File: config.mk
export PLATFORM = sky130hd
export DESIGN_NAME = fetch_stage_flat
export DESIGN_NICKNAME = d
export VERILOG_FILES = /design/src/rtl/fetch_stage_if.sv /design/src/rtl/fetch_stage.sv /design/src/flat_wrapper.sv
export SDC_FILE = /design/constraint.sdc
export NUM_CORES = 1
export LEC_CHECK = 0
export ABC_AREA = 1
export CAP_MARGIN = 40
export CELL_PAD_IN_SITES_DETAIL_PLACEMENT = 2
export CELL_PAD_IN_SITES_GLOBAL_PLACEMENT = 2
export CORE_MARGIN = 2
export CORE_UTILIZATION = 29
export DETAILED_ROUTE_END_ITERATION = 6
export PLACE_DENSITY = 0.83
export SLEW_MARGIN = 20
export SYNTH_ARGS = -nofsm -noshare
export SYNTH_HDL_FRONTEND = slang
export SYNTH_SLANG_ARGS = --single-unit
export TNS_END_PERCENT = 30
File: constraint.sdc
create_clock -name clk -period 2.4 [get_ports clk]
set_input_delay 0.24 -clock clk [delete_from_list [all_inputs] [get_ports clk]]
set_output_delay 0.24 -clock clk [all_outputs]
set_load 0.02 [all_outputs]
File: src/rtl/fetch_stage_if.sv
`default_nettype none
// ============================================================================
// fetch_stage_if : instruction-memory request/response bus     rev 1.0
// ============================================================================
interface fetch_stage_if #(
   parameter int ADDR_WIDTH        = 32,
   parameter int INSTRUCTION_WIDTH = 32
);
   logic                         req_valid;
   logic                         req_ready;
   logic [ADDR_WIDTH-1:0]        req_addr;
   logic                         resp_valid;
   logic [INSTRUCTION_WIDTH-1:0] resp_data;
   logic                         resp_error;

   modport master (
      output req_valid, req_addr,
      input  req_ready, resp_valid, resp_data, resp_error
   );

   modport slave (
      input  req_valid, req_addr,
      output req_ready, resp_valid, resp_data, resp_error
   );
endinterface
`default_nettype wire

File: src/rtl/fetch_stage.sv
`default_nettype none
// ============================================================================
// fetch_stage : PC owner, single-outstanding imem reader, one-entry buffer to decode   rev 1.0
// ============================================================================
module fetch_stage #(
   parameter int                    ADDR_WIDTH        = 32,
   parameter int                    INSTRUCTION_WIDTH = 32,
   parameter logic [ADDR_WIDTH-1:0] RESET_VECTOR      = '0
) (
   input  wire logic                         clk,
   input  wire logic                         rst_n,
   fetch_stage_if.master                     imem,
   input  wire logic                         next_stall_i,
   output logic                              done_next_o,
   input  wire logic                         control_flow_affected_i,
   input  wire logic [ADDR_WIDTH-1:0]        jump_target_i,
   input  wire logic                         jump_target_valid_i,
   output logic [ADDR_WIDTH-1:0]             program_count_o,
   output logic                              program_count_valid_o,
   output logic [INSTRUCTION_WIDTH-1:0]      instruction_data_o,
   output logic                              instruction_data_valid_o
);

   typedef enum logic [1:0] {
      S_IDLE = 2'd0,
      S_WAIT = 2'd1,
      S_DROP = 2'd2
   } state_t;

   state_t                       state_q;
   logic [ADDR_WIDTH-1:0]        pc_q;
   logic [ADDR_WIDTH-1:0]        req_pc_q;
   logic                         buf_full_q;
   logic [ADDR_WIDTH-1:0]        buf_pc_q;
   logic [INSTRUCTION_WIDTH-1:0] buf_data_q;
   logic                         buf_dv_q;

   logic w_hold;
   logic w_load;
   logic w_transfer;
   logic w_buf_free;
   logic w_aligned;
   logic w_accept;

   assign w_hold      = control_flow_affected_i;
   assign w_load      = w_hold && jump_target_valid_i;
   assign done_next_o = rst_n && buf_full_q && !w_hold;
   assign w_transfer  = done_next_o && !next_stall_i;
   assign w_buf_free  = !buf_full_q || w_transfer;
   assign w_aligned   = (pc_q[1:0] == 2'b00);

   // Only issue when the buffer is guaranteed a slot for the response.
   assign imem.req_valid = rst_n && (state_q == S_IDLE) && !w_hold && w_aligned && w_buf_free;
   assign imem.req_addr  = pc_q;
   assign w_accept       = imem.req_valid && imem.req_ready;

   assign program_count_o          = buf_pc_q;
   assign program_count_valid_o    = buf_full_q;
   assign instruction_data_o       = buf_data_q;
   assign instruction_data_valid_o = buf_dv_q;

   always_ff @(posedge clk or negedge rst_n) begin
      if (!rst_n) begin
         state_q    <= S_IDLE;
         pc_q       <= RESET_VECTOR;
         req_pc_q   <= '0;
         buf_full_q <= 1'b0;
         buf_pc_q   <= '0;
         buf_data_q <= '0;
         buf_dv_q   <= 1'b0;
      end else if (w_hold) begin
         // Redirect squashes the buffer and poisons any in-flight read.
         buf_full_q <= 1'b0;
         buf_dv_q   <= 1'b0;
         if (w_load) begin
            pc_q <= jump_target_i;
         end
         if (state_q != S_IDLE) begin
            state_q <= imem.resp_valid ? S_IDLE : S_DROP;
         end
      end else begin
         if (w_transfer) begin
            buf_full_q <= 1'b0;
            buf_dv_q   <= 1'b0;
         end
         case (state_q)
            S_IDLE: begin
               if (w_accept) begin
                  pc_q     <= pc_q + ADDR_WIDTH'(4);
                  req_pc_q <= pc_q;
                  state_q  <= S_WAIT;
               end else if (!w_aligned && w_buf_free) begin
                  buf_full_q <= 1'b1;
                  buf_pc_q   <= pc_q;
                  buf_data_q <= '0;
                  buf_dv_q   <= 1'b0;
               end
            end
            S_WAIT: begin
               if (imem.resp_valid) begin
                  state_q    <= S_IDLE;
                  buf_full_q <= 1'b1;
                  buf_pc_q   <= req_pc_q;
                  buf_data_q <= imem.resp_data;
                  buf_dv_q   <= !imem.resp_error;
               end
            end
            S_DROP: begin
               if (imem.resp_valid) begin
                  state_q <= S_IDLE;
               end
            end
            default: state_q <= S_IDLE;
         endcase
      end
   end

endmodule
`default_nettype wire

File: src/flat_wrapper.sv
// flat-port wrapper written by rule: the top's interface ports become plain ports
module fetch_stage_flat 
#(
   parameter int                    ADDR_WIDTH        = 32,
   parameter int                    INSTRUCTION_WIDTH = 32,
   parameter logic [ADDR_WIDTH-1:0] RESET_VECTOR      = '0
)
  (clk, rst_n, next_stall_i, done_next_o, control_flow_affected_i, jump_target_i, jump_target_valid_i, program_count_o, program_count_valid_o, instruction_data_o, instruction_data_valid_o, imem_req_valid, imem_req_addr, imem_req_ready, imem_resp_valid, imem_resp_data, imem_resp_error);
  fetch_stage_if #(.ADDR_WIDTH(ADDR_WIDTH), .INSTRUCTION_WIDTH(INSTRUCTION_WIDTH)) imem_i ();
  input  wire logic clk;
  input  wire logic rst_n;
  input  wire logic next_stall_i;
  output logic done_next_o;
  input  wire logic control_flow_affected_i;
  input  wire logic [ADDR_WIDTH-1:0] jump_target_i;
  input  wire logic jump_target_valid_i;
  output logic [ADDR_WIDTH-1:0] program_count_o;
  output logic program_count_valid_o;
  output logic [INSTRUCTION_WIDTH-1:0] instruction_data_o;
  output logic instruction_data_valid_o;
  output wire logic [$bits(imem_i.req_valid)-1:0] imem_req_valid;
  output wire logic [$bits(imem_i.req_addr)-1:0] imem_req_addr;
  input wire logic [$bits(imem_i.req_ready)-1:0] imem_req_ready;
  input wire logic [$bits(imem_i.resp_valid)-1:0] imem_resp_valid;
  input wire logic [$bits(imem_i.resp_data)-1:0] imem_resp_data;
  input wire logic [$bits(imem_i.resp_error)-1:0] imem_resp_error;
  assign imem_req_valid = imem_i.req_valid;
  assign imem_req_addr = imem_i.req_addr;
  assign imem_i.req_ready = imem_req_ready;
  assign imem_i.resp_valid = imem_resp_valid;
  assign imem_i.resp_data = imem_resp_data;
  assign imem_i.resp_error = imem_resp_error;
  fetch_stage #(.ADDR_WIDTH(ADDR_WIDTH), .INSTRUCTION_WIDTH(INSTRUCTION_WIDTH), .RESET_VECTOR(RESET_VECTOR)) u_core (.clk(clk), .rst_n(rst_n), .imem(imem_i), .next_stall_i(next_stall_i), .done_next_o(done_next_o), .control_flow_affected_i(control_flow_affected_i), .jump_target_i(jump_target_i), .jump_target_valid_i(jump_target_valid_i), .program_count_o(program_count_o), .program_count_valid_o(program_count_valid_o), .instruction_data_o(instruction_data_o), .instruction_data_valid_o(instruction_data_valid_o));
endmodule
## After elaboration in Yosys (flattened, before gate mapping)

Cells that the tools add are included.
Widths: inputs -> output; s select.

- Bits in registers: 132
- Input port bits: 72
- Output and inout bits: 100
- Word-level logic and storage cells: 75

- $add $sub $neg: 1
- Equality and inequality tests: 9
- Mux-type cells: 30
- Bitwise operators: 1
- Reductions and logical operators: 27

Operators by type and width:

| kind | count |
|---|---|
| $mux 32 | 10 |
| $pmux 32 s2 | 2 |
| $add 32x3->32 const B | 1 |
| $logic_and 1x1->1 | 10 |
| $mux 1 | 10 |
| $mux 2 | 5 |
| $reduce_and 3->1 | 3 |
| $reduce_bool 2->1 | 4 |
| $ne 2x2->1 const B | 3 |
| $logic_not 1->1 | 5 |
| $reduce_and 5->1 | 1 |
| $logic_not 2->1 | 2 |
| $ne 2x1->1 const B | 2 |
| $pmux 1 s2 | 2 |
| $pmux 2 s2 | 1 |
| $ne 3x1->1 const B | 1 |
| $ne 3x2->1 const B | 1 |
| $eq 2x1->1 const B | 1 |
| $eq 2x2->1 const B | 1 |
| $reduce_or 2->1 | 1 |
| $logic_or 1x1->1 | 1 |
| $not 1->1 | 1 |

## Depth between registers and ports, before layout

- Depth in word-level cells: 9
- Mapped depth: 11
- Depth with buffers taken out: 10

## Worst setup path before layout

OpenSTA, ideal clock, no wires.

- Path kind: register -> register
- Start: register u_core.pc_q[3] (netlist: u_core.imem.req_addr[3])
- End: register u_core.pc_q[22] (netlist: u_core.imem.req_addr[22])
- Library setup time: 118 ps
- Arrival: 1629 ps
- Required time: 2282 ps
- Path slack: 653 ps
- Cell stages (with the launch flop): 11
- Path buffers: 0
- Period minus slack after synthesis: 1747 ps
- Cell sequence: dfrtp_1 -> ha_1 -> nand3_1 -> nor2_1 -> nand2_1 -> nor2_1 -> nand3b_1 -> nand2_1 -> nand2_1 -> nand2_1 -> nand2_1

- Word-level cells in the longest chain between the ends: 4

Ends and longest elaborated chain:

| element | RTL line | RTL |
|---|---|---|
| from (decl) | fetch_stage.sv:31 | `logic [ADDR_WIDTH-1:0] pc_q;` |
| from (signal assigned) | fetch_stage.sv:76 | `pc_q <= jump_target_i;` |
| from (signal assigned) | fetch_stage.sv:89 | `pc_q <= pc_q + ADDR_WIDTH'(4);` |
| $add 32x3->32 | fetch_stage.sv:89 |  |
| $mux 32 | fetch_stage.sv:88 | `if (w_accept) begin` |
| $mux 32 | fetch_stage.sv:86 | `case (state_q)` |
| $mux 32 | fetch_stage.sv:71 | `end else if (w_hold) begin` |

Every way passes these cells. The select of a mux whose other input is x is not followed.
A chain may end at the register's enable or synchronous reset.

## Worst setup path after layout

- Start: register u_core.pc_q[2] (netlist: u_core.imem.req_addr[2])
- End: register u_core.pc_q[22] (netlist: u_core.imem.req_addr[22])

The elaborated chain is that of the path after synthesis.

==> flow_metrics.env <==
export IMPL_h_tree_depth=4
export IMPL_min_period_over_period_pct=86.1
export IMPL_io_buffers=171
export IMPL_synth_enable_flop_cells=0
export IMPL_multi_input_area_um2=2850
export IMPL_arrival_ns=2.38
export IMPL_internal_power_uw=6650
export IMPL_ys_flop_type="dfrtp_1"
export IMPL_clk_pin_slew_ns=0.06
export IMPL_overflow=0
export IMPL_slowest_stage="dfrtp_1"
export IMPL_drive_gt1_share_pct=6.04
export IMPL_synthCells=900
export IMPL_status="completed"
export IMPL_ys_seq_elements=132
export IMPL_rsz0062_at_grt="false"
export IMPL_cts_sinks=132
export IMPL_ant_nets=0
export IMPL_worstMarginPinSlew_ns=0.769
export IMPL_yosys_top_cells_area="dfrtp_1 (50%), nand2_1 (22%), o21ai_0 (5.8%), nor2_1 (4.4%), inv_1 (3.3%)"
export IMPL_grt_use_total_pct=21.7
export IMPL_ys_seq_area_share_pct=49.8
export IMPL_ios=172
export IMPL_maxCapViolCount=0
export IMPL_rows=55
export IMPL_drt_iter0_drc=292
export IMPL_tritoncts="yes"
export IMPL_power_frac_seq_pct=32.6
export IMPL_path_cells="ha_1 -> nand3_1 -> nor2_1 -> nand2_1 -> nor2_1 -> nand3b_1 -> nand2_1 -> nand2_1 -> nand2_1 -> nand2_1"
export IMPL_final_area_um2=9280
export IMPL_antenna_cells=0
export IMPL_cts_inserted_buffers=17
export IMPL_grt_util_met2_pct=36.4
export IMPL_via_per_inst=4.93
export IMPL_crit_path_frequent_cell="nand2_1"
export IMPL_hpwl_um=17600
export IMPL_core_area_um2=22600
export IMPL_worstSetupStartpointType="flop"
export IMPL_async_reset_ff_share_pct=100
export IMPL_yosysTopAreaCellShare_pct=49.8
export IMPL_min_path_type="input pin to async pin"
export IMPL_syn_area_um2=6640
export IMPL_ys_warn_count=0
export IMPL_cp_required_ns=2.71
export IMPL_slew_headroom_pct=48.7
export IMPL_synth_nets=975
export IMPL_finalWorstSetupSlack_ns=0.334
export IMPL_grt_max_degree=132
export IMPL_swShare_pct=39.2
export IMPL_fin_tns_setup_ns=0
export IMPL_clk_latency_ns=0.43
export IMPL_post_cts_buffers=0
export IMPL_hold_viol_final=0
export IMPL_path_max_fanout=5
export IMPL_grt_met1_usage_pct=29.2
export IMPL_nFillCells=2558
export IMPL_cp_top_family="simple AND/OR/NAND/NOR gates"
export IMPL_dieWidth_um=155
export IMPL_total_power_uw=10900
export IMPL_layout_common_cells="nand2_1 (390), clkdlybuf4s50_1 (169), dfrtp_1 (132), nor2_1 (78), o21ai_0 (77)"
export IMPL_start_util_pct=29.4
export IMPL_power_density_nw_per_um2=1180
export IMPL_finalWirelength_um=25300
export IMPL_yosysTopAreaCell="dfrtp_1"
export IMPL_critical_path_class="flop to flop"
export IMPL_pre_cts_slack_ns=0.0276
export IMPL_switchingPower_uw=4290
export IMPL_clkPwrFrac_pct=26.4
export IMPL_use_met3_pct=3.26
export IMPL_gp_congestion=0.816
export IMPL_area_sequential_um2=3300
export IMPL_wl_per_cell_um=18.6
export IMPL_clockBufferDepth=2
export IMPL_die_h_um=155
export IMPL_firstDrtPassIters=4
export IMPL_fin_nets=1139
export IMPL_setup_viol=0
export IMPL_grt_pass1_wl_um=40600
export IMPL_postSynthAreaPerCell_um2=7.38
export IMPL_antenna_found_initial=0
export IMPL_period_needed_ns=2.07
export IMPL_post_dp_cell_area_um2=8620
export IMPL_vias=6711
export IMPL_root_buffer="clkbuf_16"
export IMPL_grt_pass1_vias=7291
export IMPL_drc_errors=0
export IMPL_slowest_delay_ns=0.38
export IMPL_final_common_cell="nand2_1"
export IMPL_ys_types=32
export IMPL_ir_drop_v=0.000471
export IMPL_fmax_mhz=484
export IMPL_area_growth_pct=39.8
export IMPL_cp_end_kind="flop"
export IMPL_p_leak_uw=0.00429
export IMPL_fin_worst_skew_ns=0.00933
export IMPL_comb_power_share_pct=41.0
export IMPL_cp_buffers_inverters=0
export IMPL_grt_busiest_layer="met2"
export IMPL_design_die_area_um2=24100
export IMPL_slew_violations=0
cells by family after synthesis:
| kind of cell | after synthesis | synth area share, % |
|---|---|---|
| buffers and inverters | 106 | 7.33 |
| adders and majority gates | 3 | 0.565 |
| xor gates and xnor gates | 3 | 0.396 |
| DFF | 132 | 49.8 |
| AOI/OAI and AO/OA | 134 | 10.7 |
| and+or+nand+nor | 522 | 31.2 |
Yosys cell counts (all sizes together) (5+ instances only):
| master | number |
|---|---|
| a21oi | 10 |
| o21ai | 111 |
| dfrtp | 132 |
| inv | 62 |
| nand3 | 41 |
| clkbuf | 19 |
| o211ai | 5 |
| a31oi | 6 |
| buf | 25 |
| nand2 | 393 |
| nor2 | 79 |
through the flow:
stage	cells	hold WS, ns	util [%]
floorplan	900	-0.0556	-
global placement	1329	0.0309	38.2
detailed placement	1329	0.0324	38.2
CTS	1362	0.150	41.1
global route	1362	0.179	41.1
finish	1362	0.175	41.1
cell type report:
class / count / area share, %
Clock buffer: 21 / 5.07
Clock inverter: 11 / 1.87
Inverter: 62 / 2.53
Multi-Input combinational cell: 662 / 30.7
Tap cell: 285 / 3.84
Sequential cell: 132 / 35.6
Timing Repair Buffer: 189 / 20.4
final timing paths:
path,slack (ns),startpoint,depth (start not counted),endpoint
max reg2reg,0.33,u_core.imem.req_addr[2],10,u_core.imem.req_addr[22]
min in group clk,0.37,imem_resp_data[29],3,u_core.instruction_data_o[29]
min reg2reg,0.47,u_core.req_pc_q[0],2,u_core.req_pc_q[0]
max,0.33,u_core.imem.req_addr[2],10,u_core.imem.req_addr[22]
max in group asynchronous,1.28,rst_n,3,u_core.imem.req_addr[24]
min,0.18,rst_n,2,u_core.program_count_valid_o
power by group through the flow:
stage / clock network (uW) / registers (uW) / logic (uW)
final: 2880 / 3570 / 4490
after global routing: 3050 / 3680 / 4940
after CTS: 2940 / 3580 / 4560
after detailed placement: 0 / 3600 / 4490
after global placement: 0 / 3550 / 4340
after floorplan: 0 / 4200 / 1740
metal layers:
metal / routed length (um) / part of all wire, % / up-vias
li1: - / - / 3154
met1: 11700 / 46 / 3373
met2: 12100 / 48 / 165
met3: 1170 / 4.6 / 19
met4: 358 / 1.4 / 0
met5: 0 / 0 / -
state kept, by name (all words and copies together), names as in the netlist:
name,flops
u_core.imem.req_addr,32
u_core.instruction_data_o,32
u_core.instruction_data_valid_o,1
u_core.state_q,2
u_core.program_count_valid_o,1
u_core.req_pc_q,32
u_core.program_count_o,32
timing repair:
action                                  in CTS  in global routing
hold buffers                                 1                  0
endpoints found under the setup margin       0                  1
hold endpoints to repair                     1                  0
gates resized for setup                      0                  1
Power figures use the tool's default switching activity.
